--- src/rtl/pipe_ctrl.sv ---
// pipe_ctrl: stall/flush scheduler for the in-order pipeline.
// It resolves three hazard sources: load-use, mul/div occupancy and
// control-flow redirect. The redirect case also kills stale fetches.
// Outputs are combinational from the current state and the inputs.
// Reset forces every output to 0.
// Optional feature macro: PIPE_CTRL_PERF_EN adds the stall and flush
// event counters.
module pipe_ctrl #(
    parameter int REG_ADDR_W  = 5,
    parameter int MDU_LAT     = 32,
    parameter int KILL_CYCLES = 1,
    parameter int CNT_W       = 6
) (
    input  logic                  clock,
    input  logic                  reset,
    input  logic [REG_ADDR_W-1:0] id_rs1,
    input  logic [REG_ADDR_W-1:0] id_rs2,
    input  logic                  id_rs1_used,
    input  logic                  id_rs2_used,
    input  logic [REG_ADDR_W-1:0] ex_rd,
    input  logic                  ex_mem_read,
    input  logic                  ex_mdu_start,
    input  logic                  ex_redirect,
    output logic                  pc_hold,
    output logic                  if_id_stall,
    output logic                  if_id_flush,
    output logic                  id_ex_stall,
    output logic                  id_ex_flush,
    output logic                  ex_stall,
    output logic                  mdu_done
`ifdef PIPE_CTRL_PERF_EN
    ,
    output logic [31:0]           perf_stall_cnt,
    output logic [31:0]           perf_flush_cnt
`endif
);

    typedef enum logic [1:0] {
        ST_RUN      = 2'd0,
        ST_MDU_WAIT = 2'd1,
        ST_KILL     = 2'd2
    } state_e;

    // Counter reload values. The start cycle counts as one busy cycle,
    // so MDU_WAIT begins at MDU_LAT-2.
    localparam logic [CNT_W-1:0] MDU_INIT  = CNT_W'(MDU_LAT - 2);
    localparam logic [CNT_W-1:0] KILL_INIT = CNT_W'(KILL_CYCLES - 1);
    localparam logic [CNT_W-1:0] CNT_ONE   = CNT_W'(1);

    state_e           state_q, state_d;
    logic [CNT_W-1:0] cnt_q, cnt_d;

    logic load_use_s;
    logic pc_hold_s, if_id_stall_s, if_id_flush_s;
    logic id_ex_stall_s, id_ex_flush_s, ex_stall_s, mdu_done_s;
    logic redirect_acc_s;

    // A load in EX feeds a source that ID reads. x0 never creates a hazard.
    assign load_use_s = ex_mem_read && (ex_rd != '0) &&
                        ((id_rs1_used && (id_rs1 == ex_rd)) ||
                         (id_rs2_used && (id_rs2 == ex_rd)));

    // Next-state and control decode. In RUN the priority is:
    // redirect, then mdu start, then load-use.
    always_comb begin
        state_d        = state_q;
        cnt_d          = cnt_q;
        pc_hold_s      = 1'b0;
        if_id_stall_s  = 1'b0;
        if_id_flush_s  = 1'b0;
        id_ex_stall_s  = 1'b0;
        id_ex_flush_s  = 1'b0;
        ex_stall_s     = 1'b0;
        mdu_done_s     = 1'b0;
        redirect_acc_s = 1'b0;
        case (state_q)
            ST_RUN: begin
                if (ex_redirect) begin
                    if_id_flush_s  = 1'b1;
                    id_ex_flush_s  = 1'b1;
                    redirect_acc_s = 1'b1;
                    if (KILL_CYCLES > 0) begin
                        state_d = ST_KILL;
                        cnt_d   = KILL_INIT;
                    end else begin
                        state_d = ST_RUN;
                    end
                end else if (ex_mdu_start) begin
                    if (MDU_LAT > 1) begin
                        pc_hold_s     = 1'b1;
                        if_id_stall_s = 1'b1;
                        id_ex_stall_s = 1'b1;
                        ex_stall_s    = 1'b1;
                        state_d       = ST_MDU_WAIT;
                        cnt_d         = MDU_INIT;
                    end else begin
                        mdu_done_s = 1'b1;
                    end
                end else if (load_use_s) begin
                    pc_hold_s     = 1'b1;
                    if_id_stall_s = 1'b1;
                    id_ex_flush_s = 1'b1;
                end else begin
                    state_d = ST_RUN;
                end
            end
            ST_MDU_WAIT: begin
                pc_hold_s     = 1'b1;
                if_id_stall_s = 1'b1;
                id_ex_stall_s = 1'b1;
                ex_stall_s    = 1'b1;
                if (cnt_q == '0) begin
                    mdu_done_s = 1'b1;
                    state_d    = ST_RUN;
                end else begin
                    cnt_d = cnt_q - CNT_ONE;
                end
            end
            ST_KILL: begin
                if_id_flush_s = 1'b1;
                if (ex_redirect) begin
                    id_ex_flush_s  = 1'b1;
                    redirect_acc_s = 1'b1;
                    cnt_d          = KILL_INIT;
                end else if (cnt_q == '0) begin
                    state_d = ST_RUN;
                end else begin
                    cnt_d = cnt_q - CNT_ONE;
                end
            end
            default: begin
                state_d = ST_RUN;
                cnt_d   = '0;
            end
        endcase
    end

    // Output gating: reset silences every control. A flush beats a stall
    // on if_id.
    always_comb begin
        if (reset) begin
            pc_hold     = 1'b0;
            if_id_stall = 1'b0;
            if_id_flush = 1'b0;
            id_ex_stall = 1'b0;
            id_ex_flush = 1'b0;
            ex_stall    = 1'b0;
            mdu_done    = 1'b0;
        end else begin
            pc_hold     = pc_hold_s;
            if_id_stall = if_id_stall_s && !if_id_flush_s;
            if_id_flush = if_id_flush_s;
            id_ex_stall = id_ex_stall_s && !id_ex_flush_s;
            id_ex_flush = id_ex_flush_s;
            ex_stall    = ex_stall_s;
            mdu_done    = mdu_done_s;
        end
    end

    // FSM state and down-counter. Reset aborts any wait or kill window.
    always_ff @(posedge clock or posedge reset) begin
        if (reset) begin
            state_q <= ST_RUN;
            cnt_q   <= '0;
        end else begin
            state_q <= state_d;
            cnt_q   <= cnt_d;
        end
    end

`ifdef PIPE_CTRL_PERF_EN
    // Event counters: cycles with the PC held, and accepted redirects.
    always_ff @(posedge clock or posedge reset) begin
        if (reset) begin
            perf_stall_cnt <= 32'd0;
            perf_flush_cnt <= 32'd0;
        end else begin
            perf_stall_cnt <= perf_stall_cnt + {31'd0, pc_hold};
            perf_flush_cnt <= perf_flush_cnt + {31'd0, redirect_acc_s};
        end
    end
`endif

endmodule

--- config.mk ---
export PLATFORM = sky130hd
export DESIGN_NAME = pipe_ctrl
export DESIGN_NICKNAME = d
export VERILOG_FILES = /design/src/rtl/pipe_ctrl.sv
export SDC_FILE = /design/constraint.sdc
export NUM_CORES = 1
export LEC_CHECK = 0
export CAP_MARGIN = 0
export CELL_PAD_IN_SITES_DETAIL_PLACEMENT = 0
export CELL_PAD_IN_SITES_GLOBAL_PLACEMENT = 1
export CORE_MARGIN = 2
export CORE_UTILIZATION = 33
export DETAILED_ROUTE_END_ITERATION = 16
export GPL_ROUTABILITY_DRIVEN = 0
export PLACE_DENSITY_LB_ADDON = 0.1
export SYNTH_ARGS = -nofsm -noshare
export SYNTH_HDL_FRONTEND = slang
export SYNTH_SLANG_ARGS = --single-unit
--- constraint.sdc ---
create_clock -name clock -period 5.19 [get_ports clock]
set_input_delay 0.7785 -clock clock [delete_from_list [all_inputs] [get_ports clock]]
set_output_delay 0.7785 -clock clock [all_outputs]
set_load 0.05 [all_outputs]
==> metrics.yaml, run 1 <==
synth.cell_area_um2: 778.2
path_class: "in -> out"
async_flop_share_pct: 100.0
initial_core_util_pct: 35.18
grt_pass1_vias: 796
fill_cells: 230
drc: 0
setup_tns_ns: 0
io_buffers: 28
cts_setup_buffers: 0
clock_skew_ns: 0.001425
layout_common_cells: "clkdlybuf4s50_1, o21ai_0, xnor2_1"
cts_buffers: 3
cts.sink_count: 8
h-tree-depth: 1
ant_nets: 0
crit_family: "buffers and inverters"
holdBufCountCts: 0
cts_tree: "built"
die_w_um: 52.56
finalCritPeriodShare_pct: 79.11
synth-edff-count: 0
synth-simple-area-share_pct: 25.56
synth_top_family_by_area: "simple AND/OR/NAND/NOR gates"
syn_nets: 125
cts_buffer_depth: 2
crit_chain: "clkdlybuf4s50_1, xnor2_1, nand4_1, o22ai_1, or4bb_1, a21oi_1, clkdlybuf4s50_1"
hold_path_class: "reg -> reg"
overflow: 0
multi_input_area_um2: 543.0
final.min_clock_period_ns: 4.106
clock.fmax_mhz: 243.6
maxSlewViolCount: 0
syn_inst: 98
setup_viol: 0
ctsRootBufferMaster: "clkbuf_4"
crit_top_cell: "clkdlybuf4s50_1"
ys_seq_area_share_pct: 25.72
regArea_um2: 200.2
syn_area_per_cell_um2: 7.941
insertion_delay_ns: 0.26
synth_fa_ha_area_share_pct: 8.039
final_common_cell: "clkdlybuf4s50_1"
crit_required_ns: 4.41
p_per_area_nw_per_um2: 392.5
drt_iter0_markers: 14
synth_xor_area_share_pct: 11.25
areaGrowthSynthToFinish_pct: 42.28
critPathMaxFanout: 3
rsz0062_at_grt: "false"
core_um2: 2212
routed_wl_um: 1961
cpPeakStageDelay_ns: 0.82
die_height_um: 52.56
grt_usage_pct: 16.43
place_inst: 152
tightest_slew_ns: 0.5069
yosysWarnings: 0
wire_per_inst_um: 12.65
worst-path-buf-inv: 2
finalNonFillerCells: 155
synthFlopType: "dfrtp_1"
drv_cap: 0
yosys-mux-area-fraction_pct: 3.859
antenna_found_initial: 0
via_per_inst: 5.219
crit_path_start_kind: "input pin"
p_leak_nw: 0.4421
grt_max_degree: 10
cts_resized: 0
hold_violations: 0
vias: 809
outcome: "finished clean"
firstDrtPassIters: 5
cpMaxStageDelayCell: "clkdlybuf4s50_1"
nets: 156
relSlewSlack_pct: 66.10
ys_seq_elements: 8
clk_pin_slew_worst_paths_ns: 0.05
n_antenna_cell: 0
ir_worst_vdd_mv: 0.1793
grt_pass1_wl_um: 3429
design.die.area_um2: 2763
cp.arrival_ns: 3.33
drive_gt1_share_pct: 3.150
core.rowCount: 17
num_io_pins: 29
ys_types: 35
end_kind: "output port"
hpwl_um: 1624
synth-compound-area-share_pct: 21.06
-- metal layers --
metal,up-vias,global-route usage (%),part of all wire [%]
li1,413,-,-
met4,0,7.692,1.2
met5,-,0,0
met3,3,1.714,5.3
met2,25,27.71,47
met1,368,20.73,47
-- power breakdown --
group          internal, mW  switching [mW]  leakage [nW]
sequential           0.0847          0.0223         0.105
combinational         0.116           0.163         0.323
clock                0.0265          0.0219        0.0138
total                 0.227           0.207         0.442
-- stage by stage --
step	setup slack [ns]	utilization [%]	hold slack [ns]	power (mW)	area, um^2
after floorplan	1.580	-	0.4498	0.3101	778.2
after global placement	1.088	49.04	0.4701	0.3863	1085
after detailed placement	1.126	49.04	0.4716	0.3862	1085
after CTS	1.095	50.06	0.4836	0.4370	1107
after global routing	0.9727	50.06	0.5249	0.4759	1107
final	1.084	50.06	0.4841	0.4346	1107
-- cell usage after synthesis (2+ instances only) --
cell,instances,share of area [%]
or3_1,2,1.6
nand2_1,6,2.9
a21oi_1,7,4.5
mux2i_1,3,3.9
xnor2_1,10,11
nor3_1,2,1.3
inv_1,7,3.4
dfrtp_1,8,26
o21ai_0,10,6.4
nand2b_1,3,2.4
nand4_1,2,1.6
nor2_1,8,3.9
or4_1,2,1.9
ha_1,5,8.0
and3_1,2,1.6
o22ai_1,2,1.6
-- path summary, 6_finish.rpt --
check | start | end | slack [ns] | cells past startpoint
hold / removal | cnt_q[1] | cnt_q[1] | 0.48 | 2
hold reg to reg | cnt_q[1] | cnt_q[1] | 0.48 | 2
max in group asynchronous | reset | cnt_q[2] | 4.00 | 2
min in group asynchronous | reset | cnt_q[0] | 0.92 | 2
setup reg to reg | cnt_q[0] | state_q[1] | 2.97 | 7
setup / recovery | ex_rd[3] | id_ex_flush | 1.08 | 7
-- registers in the layout, indices dropped and copies added (netlist names) --
register / count
state_q: 2
cnt_q: 6
-- final cells by class --
cell class / count / area share [%]
flip-flops and latches: 8 / 18.08
repair buffers: 28 / 25.31
inverters: 7 / 2.373
clock buffers: 3 / 2.034
well taps: 28 / 3.164
multi-input cells: 81 / 49.04
-- cell families (layout without fill, tap and decap cells) --
logic type      after synthesis  count (layout)
flops                         8               8
mux                           3               3
fa+ha+maj                     5               5
buf+inv                       9              38
xor+xnor                     10              10
compound gates               28              28
simple gates                 35              35
-- tightest hold or removal path: stages, from the launching register on --
cell and delay, ns:
dfrtp_1 0.34, nand2_1 0.05, o21ai_0 0.06
(Power assumes the default switching activity.)
==> run 2: changes to the inputs <==
--- a/config.mk
+++ b/config.mk
@@ -9,7 +9,7 @@
 export CELL_PAD_IN_SITES_DETAIL_PLACEMENT = 0
 export CELL_PAD_IN_SITES_GLOBAL_PLACEMENT = 1
 export CORE_MARGIN = 2
-export CORE_UTILIZATION = 33
+export CORE_UTILIZATION = 31
 export DETAILED_ROUTE_END_ITERATION = 16
 export GPL_ROUTABILITY_DRIVEN = 0
 export PLACE_DENSITY_LB_ADDON = 0.1
==> constraint.sdc (replaced) <==
create_clock -name clock -period 3.9 [get_ports clock]
set_input_delay 0.585 -clock clock [delete_from_list [all_inputs] [get_ports clock]]
set_output_delay 0.585 -clock clock [all_outputs]
set_load 0.05 [all_outputs]
==> metrics.yaml, run 2 (synthesized netlist as in run 1, its figures left out) <==
largest_reg_flops: 6
p_leak_nw: 0.4488
multi_input_area_um2: 543.0
initial_core_util_pct: 32.00
worst-path-buf-inv: 2
grt_pass1_vias: 758
holdBufCountCts: 0
cpPeakStageDelay_ns: 0.70
firstDrtPassIters: 4
hold_path_end: "cnt_q[1]"
wire_per_inst_um: 12.68
clk_pin_slew_worst_paths_ns: 0.06
worstHoldStart: "cnt_q[1]"
routed_wl_um: 2003
path_class: "in -> out"
layout_setup_ws_ns: 0.2717
hpwl_um: 1641
clock_skew_ns: 0.003388
regMostFlops: "cnt_q"
cts_resized: 0
io_buffers: 28
cts_buffer_depth: 2
insertion_delay_ns: 0.26
layout_common_cells: "clkdlybuf4s50_1, o21ai_0, xnor2_1"
rr_worst_depth: 7
p_per_area_nw_per_um2: 532.3
placed_area_um2: 1092
final_common_cell: "clkdlybuf4s50_1"
fill_cells: 257
design.die.area_um2: 2927
place_inst: 155
hold_depth: 2
num_io_pins: 29
crit_path_start_kind: "input pin"
finalNonFillerCells: 158
n_antenna_cell: 0
reg.largest.list: "cnt_q x6, state_q x2"
maxSlewViolCount: 0
cts_setup_buffers: 0
relSlewSlack_pct: 65.53
r2r-start: "cnt_q[0]"
critPathMaxFanout: 3
grt_usage_pct: 15.37
finalCritPeriodShare_pct: 93.03
die_height_um: 54.11
final.min_clock_period_ns: 3.628
via_per_inst: 5.076
regArea_um2: 200.2
hold_path_class: "reg -> reg"
nets: 157
grt_pass1_wl_um: 3236
drt_iter0_markers: 18
crit_family: "buffers and inverters"
drv_cap: 0
cp.arrival_ns: 3.04
core_um2: 2432
hold_violations: 0
die_w_um: 54.11
crit_required_ns: 3.31
areaGrowthSynthToFinish_pct: 43.25
tightest_slew_ns: 0.5152
vias: 802
preCtsSetupSlack_ns: 0.2819
drc: 0
worstReg2RegEnd: "state_q[1]"
crit_chain: "clkdlybuf4s50_1, xnor2_1, nand4_1, o22ai_1, or4bb_1, and3_1, clkdlybuf4s50_1"
cts_buffers: 3
grt_max_degree: 10
setup_tns_ns: 0
ir_worst_vdd_mv: 0.2578
h-tree-depth: 1
core.rowCount: 18
cts.sink_count: 8
drive_gt1_share_pct: 4.688
cts_tree: "built"
hold_slack_ns: 0.4812
setup_viol: 0
ctsRootBufferMaster: "clkbuf_4"
r2r_setup_slack_ns: 1.68
crit_top_cell: "clkdlybuf4s50_1"
overflow: 0
fin_area_um2: 1115
outcome: "finished clean"
antenna_found_initial: 0
ant_nets: 0
clock.fmax_mhz: 275.6
rsz0062_at_grt: "false"
cpMaxStageDelayCell: "clkdlybuf4s50_1"
end_kind: "output port"
-- run 2: worst max path at each step --
stage	start	endpoint	slack [ns]	cells past startpoint
finish	ex_rd[2]	id_ex_stall	0.27	7
global route	ex_rd[2]	id_ex_stall	0.09	7
CTS	ex_rd[2]	id_ex_stall	0.25	7
detailed placement	ex_rd[2]	id_ex_stall	0.28	7
global placement	ex_rd[2]	id_ex_stall	0.28	7
floorplan	state_q[1]	if_id_stall	0.59	8
-- run 2: worst register-to-register path, stage by stage, from the launching register on --
cell	delay, ns
dfrtp_1	0.39
inv_1	0.08
ha_1	0.19
or3b_1	0.40
or3_1	0.46
and3_4	0.23
a311oi_1	0.26
o21ai_1	0.10
-- run 2: layer usage --
layer  GRT usage [%]  routed length (um)
met1           18.26                 941
met2           26.63                 920
met3           3.333                 103
met4           6.250                  37
met5               0                   0
-- run 2: area by class of cell --
type                            instances  share of cell area, %
Multi-Input combinational cell         81                  48.71
Timing Repair Buffer                   29                  25.59
Sequential cell                         8                  17.96
Tap cell                               30                  3.367
Inverter                                7                  2.357
Clock buffer                            3                  2.020
-- run 2: where the power goes --
| group | internal, mW | switching, mW |
|---|---|---|
| Clock | 0.0353 | 0.0295 |
| Combinational | 0.164 | 0.222 |
| Sequential | 0.113 | 0.0294 |
-- run 2: through the flow --
| step | utilization, % | total power [mW] |
|---|---|---|
| after floorplan | - | 0.4127 |
| after global placement | 44.91 | 0.5259 |
| after detailed placement | 44.91 | 0.5287 |
| after CTS | 45.83 | 0.5956 |
| after global routing | 45.83 | 0.6435 |
| final | 45.83 | 0.5934 |
==> run 3: changes to the inputs <==
--- a/config.mk
+++ b/config.mk
@@ -9,7 +9,7 @@
 export CELL_PAD_IN_SITES_DETAIL_PLACEMENT = 0
 export CELL_PAD_IN_SITES_GLOBAL_PLACEMENT = 1
 export CORE_MARGIN = 2
-export CORE_UTILIZATION = 31
+export CORE_UTILIZATION = 33
 export DETAILED_ROUTE_END_ITERATION = 16
 export GPL_ROUTABILITY_DRIVEN = 0
 export PLACE_DENSITY_LB_ADDON = 0.1
==> constraint.sdc (replaced) <==
create_clock -name clock -period 4.4 [get_ports clock]
set_input_delay 0.66 -clock clock [delete_from_list [all_inputs] [get_ports clock]]
set_output_delay 0.66 -clock clock [all_outputs]
set_load 0.05 [all_outputs]
==> metrics.yaml, run 3 (synthesized netlist as in run 1, its figures left out) <==
outcome: "finished clean"
grt_pass1_vias: 791
busiest_layer: "met2"
p_leak_nw: 0.4421
p_switching_mw: 0.2453
rsz0062_at_grt: "false"
crit_path_start_kind: "input pin"
reg.largest.list: "cnt_q x6, state_q x2"
grt_pass1_wl_um: 3339
firstDrtPassIters: 4
hold_path_class: "reg -> reg"
drv_cap: 0
cts_tree: "built"
hold_violations: 0
finalCritPeriodShare_pct: 88.19
cts_resized: 0
design.die.area_um2: 2763
tightest_slew_ns: 0.5042
cts.sink_count: 8
use_met2_pct: 27.08
end_kind: "output port"
met1_usage_pct: 20.21
nets: 156
largest_reg_flops: 6
finalNonFillerCells: 155
comb_power_share_pct: 64.2
cts_buffer_depth: 2
cts_setup_buffers: 0
die_height_um: 52.56
regMostFlops: "cnt_q"
holdBufCountCts: 0
critPathMaxFanout: 3
layout_setup_ws_ns: 0.5195
areaGrowthSynthToFinish_pct: 42.28
power.internal_mw: 0.2681
maxSlewViolCount: 0
num_io_pins: 29
power_frac_clock_pct: 11.2
insertion_delay_ns: 0.26
layout_common_cells: "clkdlybuf4s50_1, o21ai_0, xnor2_1"
clock_skew_ns: 0.001254
initial_core_util_pct: 35.18
drt_iter0_markers: 10
io_buffers: 28
die_w_um: 52.56
core.rowCount: 17
via_per_inst: 5.226
n_antenna_cell: 0
p_per_area_nw_per_um2: 463.7
antenna_found_initial: 0
vias: 810
crit_required_ns: 3.74
preCtsSetupSlack_ns: 0.5585
cts_buffers: 3
core_um2: 2212
place_inst: 152
wire_per_inst_um: 12.62
hpwl_um: 1614
final.min_clock_period_ns: 3.880
clk_pin_slew_worst_paths_ns: 0.05
ant_nets: 0
routed_wl_um: 1956
overflow: 0
drc: 0
clock.fmax_mhz: 257.7
grt_max_degree: 10
path_class: "in -> out"
ir_worst_vdd_mv: 0.2414
drive_gt1_share_pct: 3.150
final_common_cell: "clkdlybuf4s50_1"
setup_tns_ns: 0
seqPwrFrac_pct: 24.6
ctsRootBufferMaster: "clkbuf_4"
cp.arrival_ns: 3.22
grt_usage_pct: 16.01
relSlewSlack_pct: 66.28
grt_use_met3_pct: 1.429
setup_viol: 0
h-tree-depth: 1
switching_share_pct: 47.78
run 3: cell count changes in the layout (fill, tap and decap cells not counted):
| cell | delta |
|---|---|
| clkdlybuf4s50_1 | +1 |
| buf_4 | -2 |
run 3: area by class of cell:
cell class              instances  area, um^2
flip-flops and latches          8       200.2
clock buffers                   3       22.52
well taps                      28       35.03
repair buffers                 28       280.3
inverters                       7       26.28
fillers                       229        1105
multi-input cells              81       543.0
run 3: routing by layer:
metal	wire, um	up-vias	part of all wire [%]
li1	-	409	-
met1	904	373	46
met2	930	23	48
met3	87	5	4.4
met4	34	0	1.7
met5	0	-	0
run 3: power groups by stage:
stage                     Combinational (mW)  Clock [mW]  Sequential, mW
after floorplan                        0.246           0           0.120
after global placement                 0.330           0           0.126
after detailed placement               0.328           0           0.128
after CTS                              0.330      0.0587           0.126
after global routing                   0.366      0.0620           0.130
final                                  0.330      0.0574           0.126
run 3: critical path, cell delays in order:
cell	delay (ns)
clkdlybuf4s50_1	0.54
xnor2_1	0.13
nand4_1	0.10
o22ai_1	0.26
or4bb_1	0.53
a21oi_1	0.18
clkdlybuf4s50_1	0.82
run 3: final timing paths:
kind	slack (ns)	start	endpoint	cells past startpoint
worst min register to register	0.48	cnt_q[1]	cnt_q[1]	2
worst max register to register	2.17	cnt_q[0]	state_q[1]	7
worst max-delay path	0.52	ex_rd[2]	id_ex_flush	7
min in group asynchronous	0.81	reset	state_q[0]	2
worst min-delay path	0.48	cnt_q[1]	cnt_q[1]	2
max in group asynchronous	3.33	reset	cnt_q[4]	2
run 3: metrics by stage:
stage	area [um^2]	total power, mW	util, %	hold slack [ns]
2_1_floorplan	778.2	0.3658	-	0.4498
3_3_place_gp	1085	0.4555	49.04	0.4701
3_5_place_dp	1085	0.4553	49.04	0.4714
4_1_cts	1107	0.5150	50.06	0.4834
5_1_grt	1107	0.5582	50.06	0.5293
6_report	1107	0.5134	50.06	0.4821
